`src/rtl/tusca_uc.sv`:
```
// tusca_uc: main control unit for the TUSCA datapath.
// Sequences measure -> transmit -> delay, services configuration requests,
// supervises handshakes with a watchdog and counts consecutive failures.
module tusca_uc #(
  parameter int unsigned TIMEOUT_CICLOS = 50_000_000,
  parameter int unsigned MAX_ERROS      = 3,
  parameter int unsigned W_TIMEOUT      = $clog2(TIMEOUT_CICLOS + 1)
) (
  input  logic       clock,
  input  logic       reset,
  input  logic       ligar,
  input  logic       pedido_config,
  input  logic       oscilar,
  input  logic       fim_delay,
  input  logic       pronto_medida,
  input  logic       erro_medida,
  input  logic       pronto_config,
  input  logic       erro_config,
  input  logic       pronto_transmite_medida,
  output logic       medir_dht11,
  output logic       receber_config,
  output logic       transmite_medida,
  output logic       conta_delay,
  output logic       zera_delay,
  output logic       gira,
  output logic       falha,
  output logic       config_invalida,
  output logic [1:0] db_erros,
  output logic [3:0] db_estado
);

  localparam logic [3:0] S_INICIAL        = 4'd0;
  localparam logic [3:0] S_PREPARACAO     = 4'd1;
  localparam logic [3:0] S_MEDIR          = 4'd2;
  localparam logic [3:0] S_AGUARDA_MEDIDA = 4'd3;
  localparam logic [3:0] S_TRANSMITE      = 4'd4;
  localparam logic [3:0] S_AGUARDA_TX     = 4'd5;
  localparam logic [3:0] S_ESPERA         = 4'd6;
  localparam logic [3:0] S_CONFIG         = 4'd7;
  localparam logic [3:0] S_AGUARDA_CONFIG = 4'd8;
  localparam logic [3:0] S_ERRO           = 4'd9;
  localparam logic [3:0] S_FALHA          = 4'd15;

  localparam logic [W_TIMEOUT-1:0] WD_LIMIT = W_TIMEOUT'(TIMEOUT_CICLOS - 1);
  localparam logic [W_TIMEOUT-1:0] WD_MAX   = '1;
  localparam logic [1:0]           ERR_MAX  = 2'(MAX_ERROS);

  logic [3:0]           state_q, state_d;
  logic [W_TIMEOUT-1:0] wd_q, wd_d;
  logic [1:0]           erros_q, erros_d;
  logic                 cfg_inv_q, cfg_inv_d;
  logic                 wd_expired;

  // Watchdog has reached its limit (it saturates, so >= is safe)
  assign wd_expired = (wd_q >= WD_LIMIT);

  // State, watchdog, error counter and config status registers
  always_ff @(posedge clock or negedge reset) begin
    if (!reset) begin
      state_q   <= S_INICIAL;
      wd_q      <= '0;
      erros_q   <= '0;
      cfg_inv_q <= 1'b0;
    end else begin
      state_q   <= state_d;
      wd_q      <= wd_d;
      erros_q   <= erros_d;
      cfg_inv_q <= cfg_inv_d;
    end
  end

  // Next-state logic; ligar=0 overrides everything and aborts handshakes
  always_comb begin
    state_d   = state_q;
    wd_d      = wd_q;
    erros_d   = erros_q;
    cfg_inv_d = cfg_inv_q;

    if (!ligar && (state_q != S_INICIAL)) begin
      state_d = S_INICIAL;
      if (state_q == S_FALHA) erros_d = '0;
    end else begin
      case (state_q)
        S_INICIAL:    if (ligar) state_d = S_PREPARACAO;
        S_PREPARACAO: state_d = S_MEDIR;
        S_MEDIR: begin
          wd_d    = '0;
          state_d = S_AGUARDA_MEDIDA;
        end
        S_AGUARDA_MEDIDA: begin
          if (wd_q != WD_MAX) wd_d = wd_q + W_TIMEOUT'(1);
          // error beats a simultaneous valid pulse
          if (erro_medida || wd_expired) begin
            state_d = S_ERRO;
          end else if (pronto_medida) begin
            erros_d = '0;
            state_d = S_TRANSMITE;
          end
        end
        S_ERRO: begin
          erros_d = (erros_q == 2'd3) ? 2'd3 : erros_q + 2'd1;
          state_d = (erros_d == ERR_MAX) ? S_FALHA : S_ESPERA;
        end
        S_TRANSMITE:  state_d = S_AGUARDA_TX;
        S_AGUARDA_TX: if (pronto_transmite_medida) state_d = S_ESPERA;
        S_ESPERA: begin
          if (pedido_config)  state_d = S_CONFIG;
          else if (fim_delay) state_d = S_PREPARACAO;
        end
        S_CONFIG: begin
          wd_d    = '0;
          state_d = S_AGUARDA_CONFIG;
        end
        S_AGUARDA_CONFIG: begin
          if (wd_q != WD_MAX) wd_d = wd_q + W_TIMEOUT'(1);
          if (erro_config || wd_expired) begin
            cfg_inv_d = 1'b1;
            state_d   = S_PREPARACAO;
          end else if (pronto_config) begin
            cfg_inv_d = 1'b0;
            state_d   = S_PREPARACAO;
          end
        end
        S_FALHA: state_d = S_FALHA;
        default: state_d = S_INICIAL;
      endcase
    end
  end

  // Moore output decode from the state register
  always_comb begin
    medir_dht11      = (state_q == S_MEDIR);
    receber_config   = (state_q == S_CONFIG);
    transmite_medida = (state_q == S_TRANSMITE);
    conta_delay      = (state_q == S_ESPERA);
    zera_delay       = (state_q == S_PREPARACAO);
    gira             = (state_q == S_ESPERA) && oscilar;
    falha            = (state_q == S_FALHA);
    config_invalida  = cfg_inv_q;
    db_erros         = erros_q;
    db_estado        = state_q;
  end

endmodule

```
`config.mk`:
```
export PLATFORM = sky130hd
export DESIGN_NAME = tusca_uc
export DESIGN_NICKNAME = d
export VERILOG_FILES = /design/src/rtl/tusca_uc.sv
export SDC_FILE = /design/constraint.sdc
export NUM_CORES = 1
export LEC_CHECK = 0
export ABC_AREA = 1
export BUFFER_PORTS_ARGS = -buffer_cell sky130_fd_sc_hd__buf_4
export CAP_MARGIN = 10
export CORE_MARGIN = 1.5
export CORE_UTILIZATION = 59
export CTS_CLUSTER_DIAMETER = 50
export CTS_CLUSTER_SIZE = 12
export DETAILED_ROUTE_END_ITERATION = 8
export PLACE_DENSITY = 0.76
export SYNTH_ARGS = -nofsm -noshare
export SYNTH_HDL_FRONTEND = slang
export SYNTH_SLANG_ARGS = --single-unit
```
`constraint.sdc`:
```
create_clock -name clock -period 2.3 [get_ports clock]
set_input_delay 0.46 -clock clock [delete_from_list [all_inputs] [get_ports clock]]
set_output_delay 0.46 -clock clock [all_outputs]
set_load 0.01 [all_outputs]
```
==> reports/summary.txt <==
status = finished, final reports clean
sw power = 898 µW
Setup Crit Path Kind = reg -> out
GRT Total Usage = 30.0%
PortBufs = 24
Post-Synthesis Cells = 356
root buffer cell = clkbuf_8
Max Buffers Root-to-Sink = 2
power per cell area = 742 nW/µm²
r2r startpoint = db_estado[0]$_DFFE_PN0P_
core area = 4030 µm²
CP max stage cell = dfrtp_1
Synth top area share = 33.3%
crit end category = primary output
CP Data Required Time = 1.84 ns
# IOs = 25
pre-CTS setup slack = 0.335 ns
num rows = 23
Sequential Power Share = 36.1%
Synth area leader = dfrtp_1
Data arrival, critical path = 1.62 ns
Hold WC Path Type = in -> async
ANT cells = 0
largest net degree at the start of global routing = 34
Net Count, Synth = 368
initial antenna violation count = 0
Congestion Overflow GR = 0
Final min period = 2.08 ns
number of synthesized register bits = 33
library cells used by synthesis = 30
Clock power frac = 20.7%
vias in the first global route = 2163
CTS Hold Bufs = 0
antenna-violating nets left = 0
routed length per placed instance = 14.6 µm
dpl hpwl = 4.83 mm
RePlAce Congestion = 0.978
# DRC = 0
Worst IR Drop VDD = 0.000590 V
total routed wirelength = 6.33 mm
Final Setup Violations = 0
fillers = 354
Post-Route Setup TNS = 0 ns
R2R cell count = 9
Max FO, Critical Path = 9
worst skew pair latency = 0.29 ns
CTS tree = built
Worst path max stage delay = 0.53 ns
Combinational Power Share = 43.3%
initial DRC count = 224
type of origin of the critical path = flip-flop
layout cells sized above 1 = 15.7%
critical path, cell by cell = nand2_1, nor3_2, and2_1, buf_4
met3 global-route usage = 7.07%
Final Hold Fails = 0
clk slew on worst S/H paths = 0.07 ns
total CTS buffers = 5
CTS H-tree lvls = 2
fin nets = 394
Layout Skew = 0.00706 ns
Initial Util = 61.5%
Die W = 67.8 µm
worst setup margin = 0.218 ns
first-pass GRT wire length = 10.2 mm
vias per cell = 5.60
met2 Resource Use GR = 41.4%
synthesized cell area = 2480 µm²
final core utilization = 69.0%
area grow syn2layout = 12.1%
Vias = 2425
Max-Cap Viols = 0
DRT Pass-1 Iters = 5
Top Usage Layer GRT = met1
syn_area_per_cell = 6.96 µm²
Die ar. = 4600 µm²
grt met1 use = 45.2%
fmax = 480 MHz
CP startpoint = db_estado[2]$_DFFE_PN0P_
r2r setup slk = 0.31 ns
Worst Tran Pin Value = 0.594 ns
Internal = 1.16 mW
CTS resizes = 0
clock sink total = 33
Max Slew Vio Count = 0
Pleak = 1.29 nW
setup repair bufs after CTS = 0
unrepaired setup endpoints after global routing = false
Max-slew headroom = 60.1%
switching share of power = 43.6%
synth warn = 0
synth top area cells = dfrtp_1 (33%), nand2_1 (15%), nor2_1 (6.8%), inv_1 (6.4%), nand3_1 (6.3%)
sequential cell area fraction in the yosys report = 33.3%
fin crit share = 90.5%
die height = 67.8 µm
FF-to-FF End = wd_q[15]$_DFFE_PN0P_
## layout make-up
class / instances / area [µm²] / area share, %
clock buffer: 8 / 80.1 / 2.88
inverter: 47 / 176 / 6.35
multi-input combinational: 267 / 1410 / 50.8
sequential: 33 / 826 / 29.7
tap: 50 / 62.6 / 2.25
timing repair buffer: 28 / 223 / 8.01
## metrics by stage
| stage | area [µm²] | power [mW] | instances | hold WS [ns] |
|---|---|---|---|---|
| after CTS | 2780 | 2.05 | 433 | 0.116 |
| final | 2780 | 2.06 | 433 | 0.104 |
| after floorplan | 2480 | 1.39 | 356 | 0.164 |
| after global placement | 2700 | 1.62 | 425 | 0.421 |
| after detailed placement | 2700 | 1.62 | 425 | 0.427 |
| after global routing | 2780 | 2.19 | 433 | 0.136 |
## per-layer routing
layer	vias up	part of all wire, %
met2	85	43
met1	1121	48
met4	0	1.2
li1	1212	-
met3	7	7.8
met5	-	0
## placed cells by master (no fill, tap or decap), drive strengths merged
master,count
or2,1
nand4,15
nor2,47
buf,28
nor3,10
clkbuf,8
nand2,102
xor2,9
a21oi,13
and2,1
o211ai,3
dfrtp,33
inv,47
nand3,31
a22o,1
ha,1
nand3b,4
o31ai,12
xnor2,6
o21ai,11
## worst max path at each step
stage | end | slack (ns) | cells after the start
6_report | gira | 0.22 | 4
5_1_grt | gira | 0.11 | 4
4_1_cts | gira | 0.26 | 4
3_5_place_dp | wd_q[10]$_DFFE_PN0P_ | 0.33 | 9
3_3_place_gp | wd_q[2]$_DFFE_PN0P_ | 0.39 | 10
2_1_floorplan | wd_q[9]$_DFFE_PN0P_ | 0.57 | 10
## sequential cells by signal, indices dropped and copies added (netlist names)
| register | flops |
|---|---|
| db_erros | 2 |
| db_estado | 4 |
| config_invalida | 1 |
| wd_q | 26 |
## synthesized netlist by cell type (all sizes together)
library cell,instances
nand2,102
inv,47
nor2,47
dfrtp,33
nand3,31
nand4,15
a21oi,13
o31ai,12
o21ai,11
nor3,10
xor2,9
buf,8
xnor2,6
nand3b,4
o211ai,3
a22o,1
and2,1
clkbuf,1
ha,1
or2,1
## cells by family after synthesis
group                      after synthesis  synth area share, %
DFF                                     33                 33.3
and+or+nand+nor                        211                 38.5
AOI/OAI and AO/OA                       40                 12.6
xor gates and xnor gates                15                 5.30
adders and majority gates                1                0.505
buffers and inverters                   56                 9.74
## critical path, delay by kind of cell, from the launching register on
kind                   cells  cell delay, ns
buffers and inverters      1            0.12
and+or+nand+nor            3            0.68
DFF                        1            0.53
## power by group through the flow
| stage | logic [mW] | registers (mW) | clock network [mW] |
|---|---|---|---|
| finish | 0.893 | 0.743 | 0.426 |
| global route | 0.979 | 0.751 | 0.457 |
| CTS | 0.878 | 0.739 | 0.432 |
| detailed placement | 0.874 | 0.750 | 0 |
| global placement | 0.870 | 0.747 | 0 |
| floorplan | 0.666 | 0.719 | 0 |
No activity file was read; power rests on OpenSTA's default activity.
